$ cat config.mk
export PLATFORM = sky130hd
export DESIGN_NAME = shift_add_mult_ctrl
export DESIGN_NICKNAME = d
export VERILOG_FILES = /design/src/rtl/mult_pkg.sv /design/src/rtl/shift_add_mult_ctrl.sv
export SDC_FILE = /design/constraint.sdc
export NUM_CORES = 1
export LEC_CHECK = 0
export CORE_AREA = 3 3 40 42
export CTS_BUF_LIST = sky130_fd_sc_hd__clkbuf_16
export DETAILED_ROUTE_END_ITERATION = 10
export DIE_AREA = 0 0 43 45
export DONT_BUFFER_PORTS = 1
export SLEW_MARGIN = 20
export SYNTH_ARGS = -nofsm -noshare
export SYNTH_HDL_FRONTEND = slang
export SYNTH_SLANG_ARGS = --single-unit
export TNS_END_PERCENT = 50
$ cat constraint.sdc
create_clock -name clk_i -period 1.2 [get_ports clk_i]
set_input_delay 0.18 -clock clk_i [delete_from_list [all_inputs] [get_ports clk_i]]
set_output_delay 0.18 -clock clk_i [all_outputs]
set_load 0.005 [all_outputs]
$ cat src/rtl/mult_pkg.sv
// Shared definitions for the shift-add multiplier: controller state encoding and strobe decode.
// Latency: n/a (types and a pure combinational helper only).
// Backpressure: n/a.
package mult_pkg;

  // Controller states. The explicit encoding keeps waveforms stable across builds.
  typedef enum logic [2:0] {
    ST_IDLE  = 3'd0,
    ST_LOAD  = 3'd1,
    ST_TEST  = 3'd2,
    ST_ADD   = 3'd3,
    ST_SHIFT = 3'd4,
    ST_DONE  = 3'd5
  } mult_state_e;

  // Controller strobe bundle, one bit per datapath command plus status.
  typedef struct packed {
    logic load;
    logic clr;
    logic add;
    logic shift;
    logic dec;
    logic busy;
    logic done;
  } ctrl_t;

  // Moore decode: strobes depend on the state alone, never on inputs.
  function automatic ctrl_t ctrl_decode(input mult_state_e st);
    ctrl_t c;
    c      = '0;
    c.busy = (st != ST_IDLE);
    case (st)
      ST_LOAD: begin
        c.load = 1'b1;
        c.clr  = 1'b1;
      end
      ST_ADD:   c.add = 1'b1;
      ST_SHIFT: begin
        c.shift = 1'b1;
        c.dec   = 1'b1;
      end
      ST_DONE:  c.done = 1'b1;
      default:  ;
    endcase
    return c;
  endfunction

endpackage

$ cat src/rtl/shift_add_mult_ctrl.sv
// Sequencing FSM for a shift-add multiplier; the datapath (operands, accumulator, down-counter) lives outside.
// Latency: start edge to DONE entry = 2 + 2*DATA_SIZE + popcount(multiplier) cycles; done is a 1-cycle pulse.
// Backpressure: none; start is only sampled in IDLE, so requests while busy are dropped, never queued.
//
// Ports:
//   clk_i, rst_ni        clock, asynchronous active-low reset
//   start                request a multiplication (honoured in IDLE only)
//   mplr_lsb             current LSB of the datapath multiplier shift register
//   count                datapath iteration down-counter value
//   load_c/load_count    load operands and counter (counter gets DATA_SIZE)
//   clr_acc, add_c       clear / accumulate into the accumulator
//   shift_c, dec_c       shift acc/multiplier pair right, decrement counter
//   busy, done           not-IDLE status, product-valid pulse
// DATA_SIZE must be at least 2 so the iteration count fits in the counter width.
module shift_add_mult_ctrl #(
  parameter int DATA_SIZE = 8
) (
  input  logic                 clk_i,
  input  logic                 rst_ni,
  input  logic                 start,
  input  logic                 mplr_lsb,
  input  logic [DATA_SIZE-1:0] count,
  output logic                 load_c,
  output logic [DATA_SIZE-1:0] load_count,
  output logic                 clr_acc,
  output logic                 add_c,
  output logic                 shift_c,
  output logic                 dec_c,
  output logic                 busy,
  output logic                 done
);
  import mult_pkg::*;

  mult_state_e state_q;
  mult_state_e state_nxt;
  ctrl_t       ctrl_q;

  always_comb begin
    state_nxt = state_q;
    case (state_q)
      ST_IDLE:  if (start) state_nxt = ST_LOAD;
      ST_LOAD:  state_nxt = ST_TEST;
      // Termination is tested before any shift, so the counter is never
      // decremented past zero.
      ST_TEST: begin
        if (count == '0)   state_nxt = ST_DONE;
        else if (mplr_lsb) state_nxt = ST_ADD;
        else               state_nxt = ST_SHIFT;
      end
      ST_ADD:   state_nxt = ST_SHIFT;
      ST_SHIFT: state_nxt = ST_TEST;
      ST_DONE:  state_nxt = ST_IDLE;
      default:  state_nxt = ST_IDLE;
    endcase
  end

  // Strobes are registered alongside the state by decoding the next state,
  // so they always match the current state without a decode path on the outputs.
  always_ff @(posedge clk_i or negedge rst_ni) begin
    if (!rst_ni) begin
      state_q <= ST_IDLE;
      ctrl_q  <= '0;
    end else begin
      state_q <= state_nxt;
      ctrl_q  <= ctrl_decode(state_nxt);
    end
  end

  assign load_count = DATA_SIZE'(DATA_SIZE);
  assign load_c     = ctrl_q.load;
  assign clr_acc    = ctrl_q.clr;
  assign add_c      = ctrl_q.add;
  assign shift_c    = ctrl_q.shift;
  assign dec_c      = ctrl_q.dec;
  assign busy       = ctrl_q.busy;
  assign done       = ctrl_q.done;

endmodule

==> impl_metrics.csv <==
group,metric,value,unit
die,io-pin-count,27,
detailed_routing,antenna_left,0,
setup_path,reg2reg_depth,3,
timing,fin_setup_tns,0,ns
logic_synthesis,synth_top_area_share,45.98,%
setup_path,criticalPathCategory,"reg2reg",
power_and_ir_drop,power_leakage,0.0002222,uW
clocking,cts_tree,"yes",
cells_and_area,syn_to_final_growth,10.92,%
clocking,cts_resized,0,
die,fp-row-count,13,
logic_synthesis,synth_top_area_cell,"dfrtp_1",
setup_path,critical_path.cell_chain,"nor2b_1, o211ai_1, o21ai_1",
cells_and_area,n_antenna_cell,0,
worst_hold_path,whs_path_depth,1,
cells_and_area,fin_area,483.0,sq um
worst_hold_path,min_path_type,"in2reg",
global_route,antenna_found_initial,0,
power_and_ir_drop,power_density,2585,nW/um^2
detailed_routing,routed_wl,669,um
setup_path,critPathArrivalTime,1.21,ns
timing,worst_hold_slack,0.06627,ns
timing,rsz0062_at_grt,"false",
detailed_routing,wl_per_cell,11.53,um
clocking,ctsLongestPathBuffers,2,
setup_path,cp_slowest_stage_delay,0.44,ns
detailed_routing,vias,284,
setup_path,critPathLaunchType,"flop",
cells_and_area,drive_above_1_share,16.28,%
clocking,clk_pin_slew_worst_paths,0.03,ns
detailed_routing,drc,0,
setup_path,worstPathMaxFanout,8,
global_route,track_usage,8.060,%
die,core_region_area,1285,sq um
logic_synthesis,yosys_warnings,0,
run,cap_violations,0,
clocking,cts_sinks,8,
timing,fmax,945.7,MHz
logic_synthesis,syn_area,435.4,sq um
clocking,cts_root_buffer,"clkbuf_16",
placed_design,place_ws,0.03705,ns
setup_path,end_kind,"flop",
global_route,grt_max_degree,10,
placed_design,postPlaceCellArea,397.9,sq um
logic_synthesis,avgSynthCellArea,9.896,sq um
timing,fin_crit_sh,88.12,%
clocking,hold_buffers,1,
timing,finalMaxSlewViolations,0,
die,die_area,1935,sq um
detailed_routing,firstDrtPassIters,4,
clocking,clock_latency,0.23,ns
global_route,grt_overflow,0,
timing,fin_skew,0.0005334,ns
placed_design,gp_congestion,0.6845,
logic_synthesis,yosysUniqueCellTypes,22,
logic_synthesis,syn_inst,44,
detailed_routing,vias_per_cell,4.897,
logic_synthesis,ys_seq_elements,8,
placed_design,portBuffers,0,
timing,layout_min_cycle_time,1.057,ns
die,fp.dieH,45,um
cells_and_area,finish.utilization,37.59,%
timing,finalHoldViolations,0,
setup_path,slowest_stage,"dfrtp_1",
global_route,grt_first_pass_wirelength,1021,um
placed_design,dp_hpwl,534.1,um
clocking,postCtsSetupRepairBufs,0,
setup_path,cp.required,1.35,ns
logic_synthesis,ys_top_cells_by_area,"dfrtp_1 46%, buf_4 17%, or4_4 5.2%, nor2_1 4.3%, mux2i_1 2.3%",
global_route,grt_pass1_vias,254,
cells_and_area,fillers,137,
cells_and_area,nets,57,
timing,setup_slack,0.1425,ns
clocking,h-tree-depth,1,
logic_synthesis,ys_seq_area_share,45.98,%
die,fp.dieW,43,um
die,start_util,33.89,%
timing,setup_viol,0,
detailed_routing,drt_iter0_markers,6,
power_and_ir_drop,ir_drop,0.0007635,V
run_status,status,"finished clean",
clocking,numCtsBuffers,3,
## path summary, 6_finish.rpt
check	from	endpoint	slack, ns
setup / recovery	state_q[1]$_DFF_PN0_	state_q[1]$_DFF_PN0_	0.14
hold / removal	mplr_lsb	dec_c$_DFF_PN0_	0.07
setup reg to reg	state_q[1]$_DFF_PN0_	state_q[1]$_DFF_PN0_	0.14
hold reg to reg	state_q[2]$_DFF_PN0_	clr_acc$_DFF_PN0_	0.57
max in group asynchronous	rst_ni	dec_c$_DFF_PN0_	0.66
min in group asynchronous	rst_ni	busy$_DFF_PN0_	0.29
## cells by family (layout without fill, tap and decap cells)
logic type / count (synthesis) / count (layout) / synth area share, %
other: 2 / 8 / 1.725
multiplexers: 1 / 1 / 2.299
AO/OA/AOI/OAI: 7 / 7 / 11.21
AND/OR/NAND/NOR: 14 / 14 / 19.83
buffers and inverters: 12 / 5 / 18.96
flip-flops: 8 / 8 / 45.98
## metal layers
metal,share of wire (%),track usage (%)
met1,41,7.160
met2,39,10.78
met3,17,8.367
met4,1.8,6.024
met5,0,0
## cells in the mapped netlist, drive strengths merged
library cell and number:
a21oi 1, and3 1, buf 10, clkbuf 1, conb 2, dfrtp 8, inv 1, mux2i 1
nand2 1, nor2 6, nor2b 1, nor3b 1, nor4b 1, o211ai 1, o21a 1, o21ai 2
o311a 1, o41ai 1, or2 1, or4 2
## area by class of cell
cell class,instances,area (sq um),share of cell area [%]
multi-input cells,30,175.2,36.27
flip-flops and latches,8,200.2,41.45
well taps,15,18.77,3.886
inverters,1,3.754,0.7772
clock buffers,3,75.07,15.54
repair buffers,1,10.01,2.073
## where the power goes
group / internal [uW] / switching [uW] / total [uW]
clock: 429 / 121 / 549
sequential: 367 / 120 / 487
combinational: 111 / 101 / 212
## registers in the layout, indices dropped and copies added (netlist names)
name and cells:
busy 1, clr_acc 1, state_q 3, done 1
dec_c 1, add_c 1
## cell usage in the layout, fill, tap and decap left out
cell	n
o21ai_1	1
clkbuf_16	3
o21a_1	1
conb_1	8
nand2_1	1
dfrtp_1	8
nor3b_1	1
inv_1	1
nor2_2	1
o211ai_1	1
mux2i_1	1
or4_4	2
nor4b_1	1
o311a_1	1
o21ai_0	1
o41ai_1	1
nor2b_1	1
and3_1	1
dlygate4sd3_1	1
a21oi_1	1
nor2_1	5
or2_2	1
## stage by stage
step / std cells / power (uW)
floorplan: 50 / 711.0
global route: 58 / 1331
global placement: 54 / 695.8
detailed placement: 54 / 698.1
CTS: 58 / 1266
finish: 58 / 1248
## worst max-delay path, delay by kind of cell, from the launching register on
kind            cells  cell delay, ns
compound gates      2            0.29
flops               1            0.44
simple gates        1            0.26
No activity file was read; power rests on OpenSTA's default activity.
